## src/rtl/gcd_pkg.sv

```systemverilog
// Shared types and constants for the subtractive GCD controller.
package gcd_pkg;

  localparam int W_DEF = 4;

  typedef enum logic [1:0] {
    IDLE = 2'd0,
    CMP  = 2'd1,
    SUB  = 2'd2,
    FIN  = 2'd3
  } state_t;

endpackage

```

## src/rtl/gcd_dp.sv

```systemverilog
// GCD datapath: operand registers, the two subtractors and the compare flags.
module gcd_dp
  import gcd_pkg::*;
#(
  parameter int W = W_DEF
) (
  input  logic         clk,
  input  logic         rst_n,
  input  logic         load,
  input  logic         sel_x_sub,
  input  logic         sel_y_sub,
  input  logic [W-1:0] x_in,
  input  logic [W-1:0] y_in,
  output logic [W-1:0] x_reg,
  output logic [W-1:0] y_reg,
  output logic         x_neq_y,
  output logic         x_lt_y,
  output logic         any_zero
);

  logic [W-1:0] x_minus_y;
  logic [W-1:0] y_minus_x;

  // Only the subtractor whose result is non-negative is ever selected.
  assign x_minus_y = x_reg - y_reg;
  assign y_minus_x = y_reg - x_reg;

  assign x_neq_y  = (x_reg != y_reg);
  assign x_lt_y   = (x_reg < y_reg);
  assign any_zero = (x_reg == '0) || (y_reg == '0);

  always_ff @(posedge clk or negedge rst_n) begin
    if (!rst_n) begin
      x_reg <= '0;
      y_reg <= '0;
    end else if (load) begin
      x_reg <= x_in;
      y_reg <= y_in;
    end else if (sel_x_sub) begin
      x_reg <= x_minus_y;
    end else if (sel_y_sub) begin
      y_reg <= y_minus_x;
    end
  end

endmodule

```

## src/rtl/gcd_ctrl.sv

```systemverilog
// Subtractive GCD controller: sequencing FSM, result register and status outputs.
// state | meaning
// IDLE  | waiting for start, operands loaded on the accepting edge
// CMP   | inspect operands: finish on zero/equal, otherwise subtract
// SUB   | subtract the smaller operand from the larger one
// FIN   | result valid, done pulses for this single cycle
module gcd_ctrl
  import gcd_pkg::*;
#(
  parameter int W = W_DEF
) (
  input  logic         clk,
  input  logic         rst_n,
  input  logic         start,
  input  logic [W-1:0] X,
  input  logic [W-1:0] Y,
  output logic         busy,
  output logic         done,
  output logic [W-1:0] result
);

  state_t       state, state_nxt;
  logic         load, sel_x_sub, sel_y_sub, result_we;
  logic [W-1:0] x_reg, y_reg;
  logic         x_neq_y, x_lt_y, any_zero;

  gcd_dp #(.W(W)) u_dp (
    .clk       (clk),
    .rst_n     (rst_n),
    .load      (load),
    .sel_x_sub (sel_x_sub),
    .sel_y_sub (sel_y_sub),
    .x_in      (X),
    .y_in      (Y),
    .x_reg     (x_reg),
    .y_reg     (y_reg),
    .x_neq_y   (x_neq_y),
    .x_lt_y    (x_lt_y),
    .any_zero  (any_zero)
  );

  always_ff @(posedge clk or negedge rst_n) begin
    if (!rst_n) state <= IDLE;
    else        state <= state_nxt;
  end

  always_comb begin
    state_nxt = state;
    load      = 1'b0;
    sel_x_sub = 1'b0;
    sel_y_sub = 1'b0;
    result_we = 1'b0;
    case (state)
      IDLE: begin
        if (start) begin
          load      = 1'b1;
          state_nxt = CMP;
        end
      end
      CMP: begin
        // Zero operand terminates immediately so gcd(0,0) cannot spin.
        if (any_zero || !x_neq_y) begin
          result_we = 1'b1;
          state_nxt = FIN;
        end else begin
          state_nxt = SUB;
        end
      end
      SUB: begin
        if (x_lt_y) sel_y_sub = 1'b1;
        else        sel_x_sub = 1'b1;
        state_nxt = CMP;
      end
      FIN:     state_nxt = IDLE;
      default: state_nxt = IDLE;
    endcase
  end

  // x|y equals the nonzero operand when one is zero, and x when both are equal.
  always_ff @(posedge clk or negedge rst_n) begin
    if (!rst_n)         result <= '0;
    else if (result_we) result <= x_reg | y_reg;
  end

  assign busy = (state != IDLE);
  assign done = (state == FIN);

endmodule

```

## config.mk

```make
export PLATFORM = sky130hd
export DESIGN_NAME = gcd_ctrl
export DESIGN_NICKNAME = d
export VERILOG_FILES = /design/src/rtl/gcd_pkg.sv /design/src/rtl/gcd_dp.sv /design/src/rtl/gcd_ctrl.sv
export SDC_FILE = /design/constraint.sdc
export NUM_CORES = 1
export LEC_CHECK = 0
export ABC_AREA = 1
export BUFFER_PORTS_ARGS = -buffer_cell sky130_fd_sc_hd__buf_2
export CORE_ASPECT_RATIO = 1.75
export CORE_MARGIN = 4
export CORE_UTILIZATION = 24
export CTS_BUF_LIST = sky130_fd_sc_hd__clkbuf_4
export DETAILED_ROUTE_END_ITERATION = 10
export GPL_TIMING_DRIVEN = 1
export PLACE_DENSITY = 0.5
export SLEW_MARGIN = 30
export SYNTH_ARGS = -nofsm -noshare
export SYNTH_HDL_FRONTEND = slang
export SYNTH_SLANG_ARGS = --single-unit
```

## constraint.sdc

```tcl
create_clock -name clk -period 4.25 [get_ports clk]
set_input_delay 0.85 -clock clk [delete_from_list [all_inputs] [get_ports clk]]
set_output_delay 0.85 -clock clk [all_outputs]
set_load 0.1 [all_outputs]
```

==> flow_summary.json <==
{
  "status": "finished clean",
  "cts_setup_buffers": 0,
  "wl_per_cell_um": 12.22,
  "grt_usage_pct": 10.47,
  "grt_max_degree": 15,
  "worstSetupPathType": "flip-flop to primary output",
  "htreeDepth": 1,
  "mostFrequentLayoutCells": "nand2_1 (40), inv_1 (17), buf_2 (16)",
  "crit_required_ps": 3400,
  "routabilityCongestion": 0.9431,
  "fin_skew_ps": 8.069,
  "nets": 177,
  "remaining_drc_errors": 0,
  "die_area_um2": 5344,
  "synth_enable_flop_cells": 0,
  "cts_resized": 0,
  "hold_viol": 0,
  "async_flop_share_pct": 100.0,
  "vias": 887,
  "dieWidth_um": 57,
  "drt_wl_total_mm": 2.444,
  "grt.overflow.total": 0,
  "clockRootBuffer": "clkbuf_4",
  "rsz0062_at_grt": "no",
  "period_needed_ps": 2150,
  "critPathArrivalTime_ps": 1300,
  "min_path_type": "input port to asynchronous set/reset pin",
  "setup_viol": 0,
  "dpl.hpwl_mm": 2.020,
  "ant_nets": 0,
  "cts_tree": "built",
  "yosys_warnings": 0,
  "insertion_delay_ps": 300,
  "yosysSeqAreaShare_pct": 34.74,
  "cts_sinks": 14,
  "n_antenna_cell": 0,
  "core-area_um2": 3979,
  "drt_first_iter_violations": 28,
  "antenna_found_initial": 0,
  "startpoint_type": "flip-flop",
  "drive_above_1_share_pct": 21.05,
  "synth_area_um2": 1008,
  "worst_pin_slew_ps": 486.3,
  "finalSetupTns_ps": 0,
  "port_buffers": 16,
  "grt_pass1_vias": 971,
  "postCtsHoldBufs": 0,
  "syn_to_final_growth_pct": 16.50,
  "ys_ff_latch": 14,
  "synthFlopType": "dfrtp_1",
  "max_slew_margin_pct": 67.80,
  "clk_pin_slew_ps": 90,
  "final_common_cell": "nand2_1",
  "start_util_pct": 25.35,
  "worstPathMaxFanout": 5,
  "drt-pass1-iter-count": 4,
  "grt_pass1_wl_mm": 4.305,
  "fillers": 464,
  "period_share_pct": 50.60,
  "dieHeight_um": 93.75,
  "routed_via_density": 4.435,
  "worstSetupEndpointType": "primary output",
  "max_freq_mhz": 465.0,
  "synth_nets": 156,
  "drv_cap": 0,
  "num_rows": 30,
  "ys_types": 19,
  "cts_buffer_depth": 2,
  "syn_area_per_cell_um2": 7.640,
  "cts_made_buffers": 3,
  "synthCells": 132,
  "maxSlewViolCount": 0,
  "io_pins": 17
}
-- path summary, 6_finish.rpt --
| kind | from | end | slack (ps) | cells past startpoint |
|---|---|---|---|---|
| worst min register to register | result[3]$_DFFE_PN0P_ | result[3]$_DFFE_PN0P_ | 470 | 2 |
| min in group clk | result[3]$_DFFE_PN0P_ | result[3]$_DFFE_PN0P_ | 470 | 2 |
| worst max register to register | u_dp.x_reg[0]$_DFFE_PN0P_ | u_dp.y_reg[2]$_DFFE_PN0P_ | 2440 | 11 |
| worst max-delay path | state[0]$_DFFE_PN0P_ | busy | 2100 | 3 |
| worst min-delay path | rst_n | u_dp.y_reg[2]$_DFFE_PN0P_ | 430 | 1 |
| max in group asynchronous | rst_n | u_dp.y_reg[3]$_DFFE_PN0P_ | 3560 | 1 |
-- cells by family (layout without fill, tap and decap cells) --
| kind of cell | Yosys count | count (layout) | synth area share (%) |
|---|---|---|---|
| adders and majority gates | 13 | 13 | 17.62 |
| xor gates and xnor gates | 1 | 1 | 0.8686 |
| and+or+nand+nor | 71 | 71 | 32.88 |
| DFF | 14 | 14 | 34.74 |
| buffers and inverters | 22 | 42 | 8.437 |
| AOI/OAI and AO/OA | 11 | 11 | 5.459 |
-- area by class of cell --
type	instances	area [µm²]	area share [%]
Inverter	22	85.08	7.242
Tap cell	48	60.06	5.112
Timing Repair Buffer	16	80.08	6.816
Clock buffer	3	22.52	1.917
Multi-Input combinational cell	96	573.1	48.78
Clock inverter	1	3.754	0.3195
Sequential cell	14	350.3	29.82
-- cell usage after synthesis, types with 2 or more instances --
library cell	count	area [µm²]
a21oi_1	5	25.02
dfrtp_1	14	350.3
fa_1	2	40.04
ha_1	11	137.6
inv_1	17	63.81
inv_2	4	15.01
nand2_1	40	150.1
nand2_2	3	18.77
nand3_1	10	50.05
nand3b_1	5	37.54
nand4_1	2	12.51
nor2_1	6	22.52
nor2_2	3	18.77
o21ai_0	2	10.01
o21ai_1	4	20.02
-- per-stage QoR --
stage	util, %	instances	hold WS (ps)	cell area [µm²]	setup slack [ps]
floorplan	-	132	448.1	1008	2319
global placement	28.87	196	448.5	1149	2439
detailed placement	28.87	196	454.8	1149	2423
CTS	29.53	200	450.1	1175	2101
global route	29.53	200	458.4	1175	2030
finish	29.53	200	432.8	1175	2100
-- per-layer routing --
layer  track usage (%)  up-vias  part of all wire [%]
met4             7.737        0                   5.2
li1                  -      454                     -
met3             1.376        8                   3.0
met5                 0        -                     0
met2             19.66       19                    56
met1             9.933      406                    36
-- worst max-delay path: stages (launching register included) --
cell and delay, ps:
dfrtp_1 430, nor2_2 80, inv_1 70, buf_2 420
Power is left out: the tool's default activity adds up to more than one toggle a clock period on the data nets, which glitch-free logic cannot reach.
